<file path="src/rtl/lcd1602_responder.sv">
// HD44780-compatible LCD1602 display-side bus responder: 2x16 DDRAM, busy timing,
// status/data reads and a registered mirror port for on-chip consumers.
module lcd1602_responder #(
    parameter int SYNC_STAGES  = 2,
    parameter int BUSY_CYCLES  = 2000,
    parameter int CLEAR_CYCLES = 76500
) (
    input  logic       clock_50mhz,
    input  logic       reset,
    input  logic       rs_pin,
    input  logic       rw_pin,
    input  logic       en_pin,
    input  logic [7:0] data_in,
    output logic [7:0] data_out,
    output logic       data_oe,
    output logic       busy,
    output logic       bus_err,
    input  logic [4:0] rd_addr,
    output logic [7:0] rd_char,
    output logic       disp_on,
    output logic       cursor_on,
    output logic       blink_on,
    output logic [6:0] cursor_addr
);
    localparam int MAX_CYC = (CLEAR_CYCLES > BUSY_CYCLES) ? CLEAR_CYCLES : BUSY_CYCLES;
    localparam int CNT_W   = $clog2(MAX_CYC + 1);
    localparam logic [CNT_W-1:0] BUSY_LD  = CNT_W'(BUSY_CYCLES - 1);
    localparam logic [CNT_W-1:0] CLEAR_LD = CNT_W'(CLEAR_CYCLES - 1);

    typedef enum logic [1:0] {IDLE, EXEC, FILL, BUSY} state_t;

    state_t                      state;
    logic [CNT_W-1:0]            cnt;
    logic [4:0]                  fill_idx;
    logic [6:0]                  ac;
    logic                        inc_dir, shift_en, dl_bit, n_bit, cgram_sel;
    logic                        lat_rs, lat_rw, en_prev;
    logic [7:0]                  lat_d;
    logic [SYNC_STAGES-1:0][10:0] sync_q;
    logic                        rs_s, rw_s, en_s;
    logic [7:0]                  d_s;
    logic [7:0]                  ddram [32];
    logic                        ram_we;
    logic [4:0]                  ram_waddr;
    logic [7:0]                  ram_wdata;

    function automatic logic in_win(input logic [6:0] a);
        return (a[6:4] == 3'b000) || (a[6:4] == 3'b100);
    endfunction

    function automatic logic [4:0] win_idx(input logic [6:0] a);
        return {a[6], a[3:0]};
    endfunction

    // Two-line address map; anything outside the legal ranges snaps to the wrap edge.
    function automatic logic [6:0] ac_step(input logic [6:0] a, input logic inc);
        logic       in_rng;
        logic [6:0] r;
        in_rng = (a <= 7'h27) || (a >= 7'h40 && a <= 7'h67);
        if (inc) begin
            if (!in_rng || a == 7'h67) r = 7'h00;
            else if (a == 7'h27)       r = 7'h40;
            else                       r = a + 7'd1;
        end else begin
            if (!in_rng || a == 7'h00) r = 7'h67;
            else if (a == 7'h40)       r = 7'h27;
            else                       r = a - 7'd1;
        end
        return r;
    endfunction

    always_ff @(posedge clock_50mhz) begin
        if (reset) sync_q <= '0;
        else       sync_q <= {sync_q[SYNC_STAGES-2:0], rs_pin, rw_pin, en_pin, data_in};
    end

    assign {rs_s, rw_s, en_s, d_s} = sync_q[SYNC_STAGES-1];
    assign busy        = (state != IDLE);
    assign cursor_addr = ac;

    always_comb begin
        ram_we    = 1'b0;
        ram_waddr = fill_idx;
        ram_wdata = 8'h20;
        if (!reset) begin
            if (state == FILL) begin
                ram_we = 1'b1;
            end else if (state == EXEC && lat_rs && !lat_rw && !cgram_sel && in_win(ac)) begin
                ram_we    = 1'b1;
                ram_waddr = win_idx(ac);
                ram_wdata = lat_d;
            end
        end
    end

    // Mirror read samples before any same-cycle write lands.
    always_ff @(posedge clock_50mhz) begin
        if (ram_we) ddram[ram_waddr] <= ram_wdata;
        if (reset) rd_char <= 8'h00;
        else       rd_char <= ddram[rd_addr];
    end

    always_ff @(posedge clock_50mhz) begin
        if (reset) begin
            state     <= FILL;
            cnt       <= '0;
            fill_idx  <= '0;
            ac        <= '0;
            inc_dir   <= 1'b1;
            shift_en  <= 1'b0;
            dl_bit    <= 1'b1;
            n_bit     <= 1'b1;
            cgram_sel <= 1'b0;
            disp_on   <= 1'b0;
            cursor_on <= 1'b0;
            blink_on  <= 1'b0;
            data_out  <= 8'h00;
            data_oe   <= 1'b0;
            bus_err   <= 1'b0;
            lat_rs    <= 1'b0;
            lat_rw    <= 1'b0;
            lat_d     <= 8'h00;
            en_prev   <= 1'b0;
        end else begin
            en_prev <= en_s;
            bus_err <= 1'b0;
            case (state)
                FILL: begin
                    fill_idx <= fill_idx + 5'd1;
                    if (fill_idx == 5'd31) begin
                        state <= BUSY;
                        cnt   <= CLEAR_LD;
                    end
                end
                BUSY: begin
                    if (cnt == '0) state <= IDLE;
                    else           cnt   <= cnt - 1'b1;
                end
                EXEC: begin
                    state <= BUSY;
                    cnt   <= BUSY_LD;
                    if (lat_rs) begin
                        ac <= ac_step(ac, inc_dir);
                    end else begin
                        casez (lat_d)
                            8'b1???????: begin ac <= lat_d[6:0]; cgram_sel <= 1'b0; end
                            8'b01??????: cgram_sel <= 1'b1;
                            8'b001?????: begin dl_bit <= lat_d[4]; n_bit <= lat_d[3]; end
                            8'b0001????: if (!lat_d[3]) ac <= ac_step(ac, lat_d[2]);
                            8'b00001???: {disp_on, cursor_on, blink_on} <= lat_d[2:0];
                            8'b000001??: begin inc_dir <= lat_d[1]; shift_en <= lat_d[0]; end
                            8'b0000001?: begin ac <= '0; cnt <= CLEAR_LD; end
                            8'b00000001: begin
                                ac       <= '0;
                                inc_dir  <= 1'b1;
                                state    <= FILL;
                                fill_idx <= '0;
                            end
                            default: ;
                        endcase
                    end
                end
                default: ;
            endcase

            // Status reads are always answered; data reads obey the same busy rules as writes.
            if (en_s && !en_prev && rw_s) begin
                if (!rs_s) begin
                    data_out <= {busy, ac};
                    data_oe  <= 1'b1;
                end else if (state == IDLE) begin
                    data_out <= in_win(ac) ? ddram[win_idx(ac)] : 8'h20;
                    data_oe  <= 1'b1;
                end else begin
                    bus_err <= 1'b1;
                end
            end
            if (!en_s && en_prev) begin
                data_oe <= 1'b0;
                if (!rw_s || rs_s) begin
                    if (state == IDLE) begin
                        state  <= EXEC;
                        lat_rs <= rs_s;
                        lat_rw <= rw_s;
                        lat_d  <= d_s;
                    end else begin
                        bus_err <= 1'b1;
                    end
                end
            end
        end
    end
endmodule

</file>
<file path="config.mk">
export PLATFORM = sky130hd
export DESIGN_NAME = lcd1602_responder
export DESIGN_NICKNAME = d
export VERILOG_FILES = /design/src/rtl/lcd1602_responder.sv
export SDC_FILE = /design/constraint.sdc
export NUM_CORES = 1
export LEC_CHECK = 0
export CORE_MARGIN = 3
export CORE_UTILIZATION = 38
export DETAILED_ROUTE_END_ITERATION = 8
export HOLD_SLACK_MARGIN = 0.06
export PLACE_DENSITY = 0.54
export SYNTH_ARGS = -nofsm -noshare
export SYNTH_HDL_FRONTEND = slang
export SYNTH_SLANG_ARGS = --single-unit
</file>
<file path="constraint.sdc">
create_clock -name clock_50mhz -period 3.05 [get_ports clock_50mhz]
set_clock_uncertainty 0.15 [all_clocks]
set_input_delay 0.305 -clock clock_50mhz [delete_from_list [all_inputs] [get_ports clock_50mhz]]
set_output_delay 0.305 -clock clock_50mhz [all_outputs]
set_load 0.03 [all_outputs]
</file>
==> metrics.md, run 1 <==
| Metric | Value |
|---|---|
| Status | completed |
| Power Dens Cells | 544.3 mW/mm2 |
| PnR Total Power | ~0.010 W |
| Via count | 10,390 |
| CTS tree | yes |
| Final ANT Viol Nets | 0 |
| Cell variety after synth | 72 |
| GR Overflow Total | 0 |
| Die footprint | 0.04519 mm2 |
| Crit-path most repeated cell | buf_4 |
| Vias in the first global route | 10,440 |
| Gpl congestion | 0.8690 |
| Drt first pass iters | 5 |
| H-tree depth | 2 |
| Num CTS Buffers | 39 |
| Maximum vdd drop | 0.3025 mV |
| GR Util All Layers | 21.00% |
| Final hold violation count | 0 |
| Cells after Synth | 1,107 |
| Share of layout cells above drive strength 1 | between 20 and 25% |
| FF+latch area | 0.009537 mm2 |
| Initial antenna violation count | 1 |
| CTS Sinks | ~350 |
| Clock transition at path regs | 60 ps |
| CP max-delay cell | nor2_1 |
| Final HPWL DP | 32,090 um |
| First-pass GRT wire length | 69,530 um |
| Worst Max-Slew Pin Slew | approximately 1100 ps |
| Synthesis-to-finish area growth | 16.83% |
| Endpoints failing setup | 0 |
| CTS Hold Bufs | 0 |
| Die W | around 210 um |
| RSZ-0062 raised after global routing | false |
| # DRC | 0 |
| FF-to-FF Start | state[0]$_SDFF_PP0_ |
| Top_reg_cell synth | edfxtp_1 |
| Post-synth EDFFs | around 260 |
| Average cell area after synthesis | around 15 um2 |
| Core area | 0.04204 mm2 |
| # fillers | between 3,000 and 4,000 |
| Initial Utilization | 38.57% |
| Crit path DAT | between 2000 and 3000 ps |
| CTS root buffer | clkbuf_16 |
| Final WL | between 40,000 and 50,000 um |
| CP cell instances | nor2b_1, and4_1, buf_4, a31oi_1, buf_4, nor2_1 |
| Pleak | 6.256 nW |
| Sequential area share after synthesis | between 50% and 60% |
| Post-CTS sizing | 0 |
| Crit path from | state[0]$_SDFF_PP0_ |
| Top-level port count | 47 |
| Synth Register Bits | 348 |
| Area contributors post-synth | edfxtp_1, mux4_2, dfxtp_1, mux2i_1, nor2_1 |
| Worst r2r dst | ddram[5][4]$_DFFE_PP_ |
| Final Max Slew Viols | 0 |
| DIE HEIGHT | 212.6 um |
| CP max FO | 12 |
| Worst Path Required | 3070 ps |
| Maximum clock insertion buffer count | 3 |
| Final min period | 2772 ps |
| Largest net degree at the start of global routing | 73 |
| Worst Setup End Kind | register |
| Post-Syn Nets | 1,131 |
| Rows | 75 |
| Synth Cell Area | approximately 0.016 mm2 |
| Most area-hungry cell type in the Yosys netlist | edfxtp_1 |
| Nets | 1,210 |
| PortBufs | 46 |
| R2R setup slack | 280 ps |
| Slowest stage delay, CP | about 550 ps |
| Area of the multi-input gates | around 0.0063 mm2 |
| Worst Hold Class | input port to register |
| Post-DR wirelength/cell | 26.43 um |
| Final clock period utilization by the worst path | 90.88% |
| CP Launch Type | register |
| Synth warn | 0 |
| Slew margin rel. | 23.43% |
| Setup tns final | 0 ps |
| Setup Fix Bufs, Post-CTS | 0 |
| CP Class | register to register |
| Async SR Flop Fraction | 0% |
| Antenna Cells | 0 |
| 1st-iter DRT viols | 1,020 |
| FMAX | 0.3608 GHz |
| Synth top area share | 47.40% |
| Clk Latency, worst-skew pair | 550 ps |
| Vias per inst | slightly below 6 |
| Max Cap Violations | 0 |
| Critical Path Sink | ddram[5][4]$_DFFE_PP_ |
| R2R cell count | 6 |
==> cell usage after synthesis (4+ instances only) <==
| library cell | instances |
|---|---|
| inv_1 | 11 |
| a211oi_1 | 9 |
| nor2b_1 | 34 |
| o31ai_1 | 4 |
| and3_1 | 12 |
| mux2i_1 | 57 |
| and2_1 | 10 |
| nand3_1 | 11 |
| nor4b_1 | 6 |
| nor3_1 | 26 |
| nand2_1 | 31 |
| a22oi_1 | 17 |
| ha_1 | 6 |
| edfxtp_1 | 256 |
| nor2_1 | 105 |
| a32oi_1 | 4 |
| a31oi_1 | 11 |
| nor4_1 | 5 |
| o22ai_1 | 16 |
| nand2b_1 | 11 |
| buf_4 | 4 |
| a41oi_1 | 7 |
| mux4_2 | 124 |
| a311oi_1 | 8 |
| buf_1 | 10 |
| dfxtp_1 | 92 |
| a21oi_1 | 51 |
| nor3b_1 | 8 |
| o2111ai_1 | 4 |
| mux2_2 | 7 |
| nand3b_1 | 4 |
| o211ai_1 | 4 |
| o21ai_0 | 22 |
| buf_2 | 23 |
| clkbuf_1 | 41 |
==> layout make-up <==
cell class,count,share of cell area (%)
timing repair buffer,117,5.614
sequential,348,50.34
clock inverter,10,0.7000
tap,539,3.560
inverter,12,0.2377
multi-input combinational,668,33.23
clock buffer,60,6.327
==> flip-flops by register name, indices dropped and copies added (netlist names), 2 cells and up, named ones only <==
register	count
cnt	17
sync_q	11
cursor_addr	7
d_s	8
lat_d	8
data_out	8
fill_idx	5
state	2
ddram	256
rd_char	8
==> layout by cell type (no fill, tap or decap), types with 9 or more instances in the layout <==
cell,netlist,routed
edfxtp_1,256,256
mux4_2,124,124
nor2_1,105,105
dfxtp_1,92,90
buf_4,4,65
mux2i_1,57,57
a21oi_1,51,51
clkbuf_16,0,42
clkdlybuf4s50_1,0,42
nor2b_1,34,34
nand2_1,31,31
nor3_1,26,26
o21ai_0,22,22
a22oi_1,17,17
o22ai_1,16,16
and3_1,12,12
inv_1,11,11
nand2b_1,11,11
a31oi_1,11,11
nand3_1,11,11
and2_1,10,10
clkbuf_1,41,10
a211oi_1,9,9
==> per-stage QoR <==
| step | utilization (%) | instance area (um2) | instances | setup slack [ps] | hold WS [ps] |
|---|---|---|---|---|---|
| 2_1_floorplan | - | 16220 | 1107 | 440.4 | 263.8 |
| 5_1_grt | 45.07 | 18950 | 1754 | 38.94 | 157.8 |
| 3_5_place_dp | 41.90 | 17610 | 1684 | 208.0 | 279.7 |
| 3_3_place_gp | 41.90 | 17610 | 1684 | 206.3 | 277.1 |
| 4_1_cts | 45.07 | 18950 | 1754 | 261.3 | 134.0 |
| 6_report | 45.07 | 18950 | 1754 | 278.2 | 165.0 |
==> where the power goes <==
| group | total (W) | switching [W] | internal (W) |
|---|---|---|---|
| combinational | 0.000367 | 0.000208 | 0.000159 |
| sequential | 0.00508 | 0.0000216 | 0.00506 |
| clock | 0.00486 | 0.00190 | 0.00296 |
==> kinds of logic after synthesis <==
| kind of cell | after synthesis | share of synthesized area (%) |
|---|---|---|
| adder cells (fa/ha/maj) | 6 | 0.4629 |
| buffers and inverters | 91 | 2.423 |
| flip-flops | 348 | 58.76 |
| multiplexers | 188 | 21.23 |
| AND/OR/NAND/NOR | 284 | 9.127 |
| XOR/XNOR | 5 | 0.2701 |
| AO/OA/AOI/OAI | 185 | 7.731 |
==> how the worst min path moves through the flow <==
stage,startpoint,endpoint,slack (ps),cells past startpoint
finish,rw_pin,sync_q[9]$_SDFF_PP0_,170,2
CTS,data_in[3],sync_q[3]$_SDFF_PP0_,130,2
floorplan,sync_q[0]$_SDFF_PP0_,d_s[0]$_SDFF_PP0_,260,1
global placement,sync_q[10]$_SDFF_PP0_,rs_s$_SDFF_PP0_,280,1
global route,rs_pin,sync_q[10]$_SDFF_PP0_,160,2
detailed placement,sync_q[6]$_SDFF_PP0_,d_s[6]$_SDFF_PP0_,280,1
==> per-layer routing <==
layer  track usage (%)  vias up  routed length (um)
met5                 0        -                   0
met4             5.689        0                1127
met3             3.822       59                2956
met2             33.51      382               22060
met1             29.83     5350               20220
li1                  -     4595                   -
==> critical path, delay by kind of cell (launching register included) <==
family                 cells  cell delay (ps)
buffers and inverters      2              470
AOI/OAI and AO/OA          1              240
DFF                        1              420
and+or+nand+nor            3             1110
No activity file was read; power rests on OpenSTA's default activity.
==> run 2, diff against run 1 <==
--- a/config.mk
+++ b/config.mk
@@ -10,6 +10,7 @@
 export DETAILED_ROUTE_END_ITERATION = 8
 export HOLD_SLACK_MARGIN = 0.06
 export PLACE_DENSITY = 0.54
+export SKIP_CTS_REPAIR_TIMING = 1
 export SYNTH_ARGS = -nofsm -noshare
 export SYNTH_HDL_FRONTEND = slang
 export SYNTH_SLANG_ARGS = --single-unit
==> results of run 2 <==
Final layout, timing and power as in run 1 (identical DEF).
==> run 3, diff against run 2 <==
--- a/config.mk
+++ b/config.mk
@@ -5,8 +5,8 @@
 export SDC_FILE = /design/constraint.sdc
 export NUM_CORES = 1
 export LEC_CHECK = 0
-export CORE_MARGIN = 3
 export CORE_UTILIZATION = 38
+export CTS_BUF_LIST = sky130_fd_sc_hd__clkbuf_2 sky130_fd_sc_hd__clkbuf_4 sky130_fd_sc_hd__clkbuf_8
 export DETAILED_ROUTE_END_ITERATION = 8
 export HOLD_SLACK_MARGIN = 0.06
 export PLACE_DENSITY = 0.54
==> run 3 against run 2 <==
  * Cell count increased by 3.7%
  * Combinational power increased by 2%
  * Clock power decreased by 9.1%
  * Flip-flop and latch count unchanged
  * Critical endpoint is now busy
  * Highest routed layer unchanged
==> metrics.md, run 3 (synthesis gave the netlist of run 1 again) <==
| Metric | Value |
|---|---|
| Final WL | 47,850 um (+3.2%) |
| CTS root buffer | clkbuf_8 |
| Synthesis-to-finish area growth | 18.30% |
| H-tree depth | 2 (unchanged) |
| Final Max Slew Viols | 0 (unchanged) |
| Clk Latency, worst-skew pair | 650 ps (+100 ps) |
| RSZ-0062 raised after global routing | false |
| Worst Hold Class | input port to register |
| PortBufs | 46 (unchanged) |
| Largest net degree at the start of global routing | 64 (-12%) |
| Worst Path Required | 2590 ps (-480 ps) |
| Via count | 10,600 (+2.1%) |
| # fillers | 3,751 (+0.24%) |
| Final ANT Viol Nets | 0 (unchanged) |
| Top reg by flops | ddram |
| CP cell instances | nor2_1, buf_4, inv_1, clkdlybuf4s50_1 |
| CP max-delay cell | clkdlybuf4s50_1 |
| Worst Max-Slew Pin Slew | 992.1 ps (-141.5 ps) |
| 1st-iter DRT viols | 1,022 (+0.20%) |
| DIE HEIGHT | 208.6 um (-1.9%) |
| Antenna Cells | 0 (unchanged) |
| Crit path DAT | 2310 ps (-490 ps) |
| Vias per inst | 5.829 (-1.6%) |
| Num CTS Buffers | 59 (+51%) |
| GR Util All Layers | 22.27% (+1.3 points) |
| Share of layout cells above drive strength 1 | 26.48% (+3.5 points) |
| CP max FO | 10 (-2) |
| Nets | 1,253 (+3.6%) |
| Clock transition at path regs | 60 ps (about the same) |
| Vias in the first global route | 10,780 (+3.2%) |
| Maximum clock insertion buffer count | 3 (unchanged) |
| Final HPWL DP | 32,920 um (+2.6%) |
| FMAX | 0.3618 GHz (+0.28%) |
| # placed instances | 1,700 (+0.95%) |
| R2R cell count | 7 (+1) |
| Final clock period utilization by the worst path | 90.63% (-0.25 points) |
| Slowest stage delay, CP | 710 ps (+160 ps) |
| Status | completed |
| Max Cap Violations | 0 (unchanged) |
| Slew margin rel. | 33.86% (+10 points) |
| Final cell count without fillers | 1,819 (+3.7%) |
| CP Launch Type | register |
| CTS tree | yes |
| # DRC | 0 (unchanged) |
| First-pass GRT wire length | 70,990 um (+2.1%) |
| Final hold violation count | 0 (unchanged) |
| Pleak | 6.433 nW (+2.8%) |
| Endpoints failing setup | 0 (unchanged) |
| Worst Setup End Kind | output port |
| GR Overflow Total | 0 (unchanged) |
| CTS Sinks | 348 (unchanged) |
| Setup tns final | 0 ps (unchanged) |
| Rows | 75 (unchanged) |
| Biggest regs | ddram (256), cnt (17), sync_q (11) |
| Worst hold path depth | 2 (unchanged) |
| Die W | 208.6 um (-1.9%) |
| Final min period | 2764 ps (-7.686 ps) |
| Die footprint | 0.04351 mm2 (-3.7%) |
| Power Dens Cells | 515.2 mW/mm2 (-5.4%) |
| Initial antenna violation count | 0 (-1) |
| Most frequent cells in the layout | edfxtp_1, mux4_2, nor2_1 |
| Gpl congestion | 0.8543 (-1.7%) |
| Top-level port count | 47 (unchanged) |
| Initial Utilization | 38.57% (unchanged) |
| Max reg flops | 256 (unchanged) |
| Drt first pass iters | 5 (unchanged) |
| Core area | 0.04204 mm2 (unchanged) |
| Commonest non-fill, non-tap cell in the layout | edfxtp_1 |
| Post-DR wirelength/cell | 26.31 um (-0.47%) |
| CP Class | register to output port |
| Maximum vdd drop | 0.3260 mV (+7.8%) |
==> run 3: critical path, delay by kind of cell, from the launching register on <==
family,cells,cell delay (ps)
AND/OR/NAND/NOR,1,120
flip-flops,1,480
buffers and inverters,3,1060
==> run 3: final cells by class <==
cell class	count	area (um2)	area share (%)
sequential	348	9537	49.71
multi-input combinational	668	6295	32.81
timing repair buffer	140	1366	7.122
clock buffer	85	1051	5.478
tap	539	674.4	3.515
clock inverter	27	216.5	1.128
inverter	12	45.04	0.2348
==> run 3: path summary, 6_finish.rpt <==
kind | startpoint | end | slack [ps]
hold / removal | rs_pin | sync_q[10]$_SDFF_PP0_ | 60
setup / recovery | state[1]$_SDFF_PP1_ | busy | 290
setup reg to reg | state[0]$_SDFF_PP0_ | ddram[9][2]$_DFFE_PP_ | 420
hold reg to reg | sync_q[3]$_SDFF_PP0_ | d_s[3]$_SDFF_PP0_ | 280
==> run 3: power by group <==
part	leakage (nW)	switching, W	total [W]	internal (W)
registers	3.22	0.0000266	0.00509	0.00506
logic	2.53	0.000209	0.000373	0.000164
clock network	0.682	0.00193	0.00442	0.00248
total	6.43	0.00217	0.00988	0.00771
==> run 3: metal layers <==
layer	routed length [um]	track usage [%]
met3	3295	4.373
met4	1282	7.023
met2	22750	35.88
met5	0	0
met1	20530	30.43
==> run 3: per-stage QoR <==
| step | utilization, % | hold slack (ps) | setup WS [ps] | total power (W) | instance area, um2 |
|---|---|---|---|---|---|
| final | 45.63 | 56.71 | 285.9 | 0.009884 | 19180 |
| after global routing | 45.63 | 60.23 | 154.6 | 0.01019 | 19180 |
| after CTS | 45.47 | -125.9 | 233.4 | 0.009980 | 19110 |
| after detailed placement | 42.45 | 274.7 | 357.0 | 0.005557 | 17850 |
| after global placement | 42.45 | 274.4 | 434.7 | 0.005557 | 17850 |
| after floorplan | - | 263.8 | 440.4 | 0.005402 | 16220 |
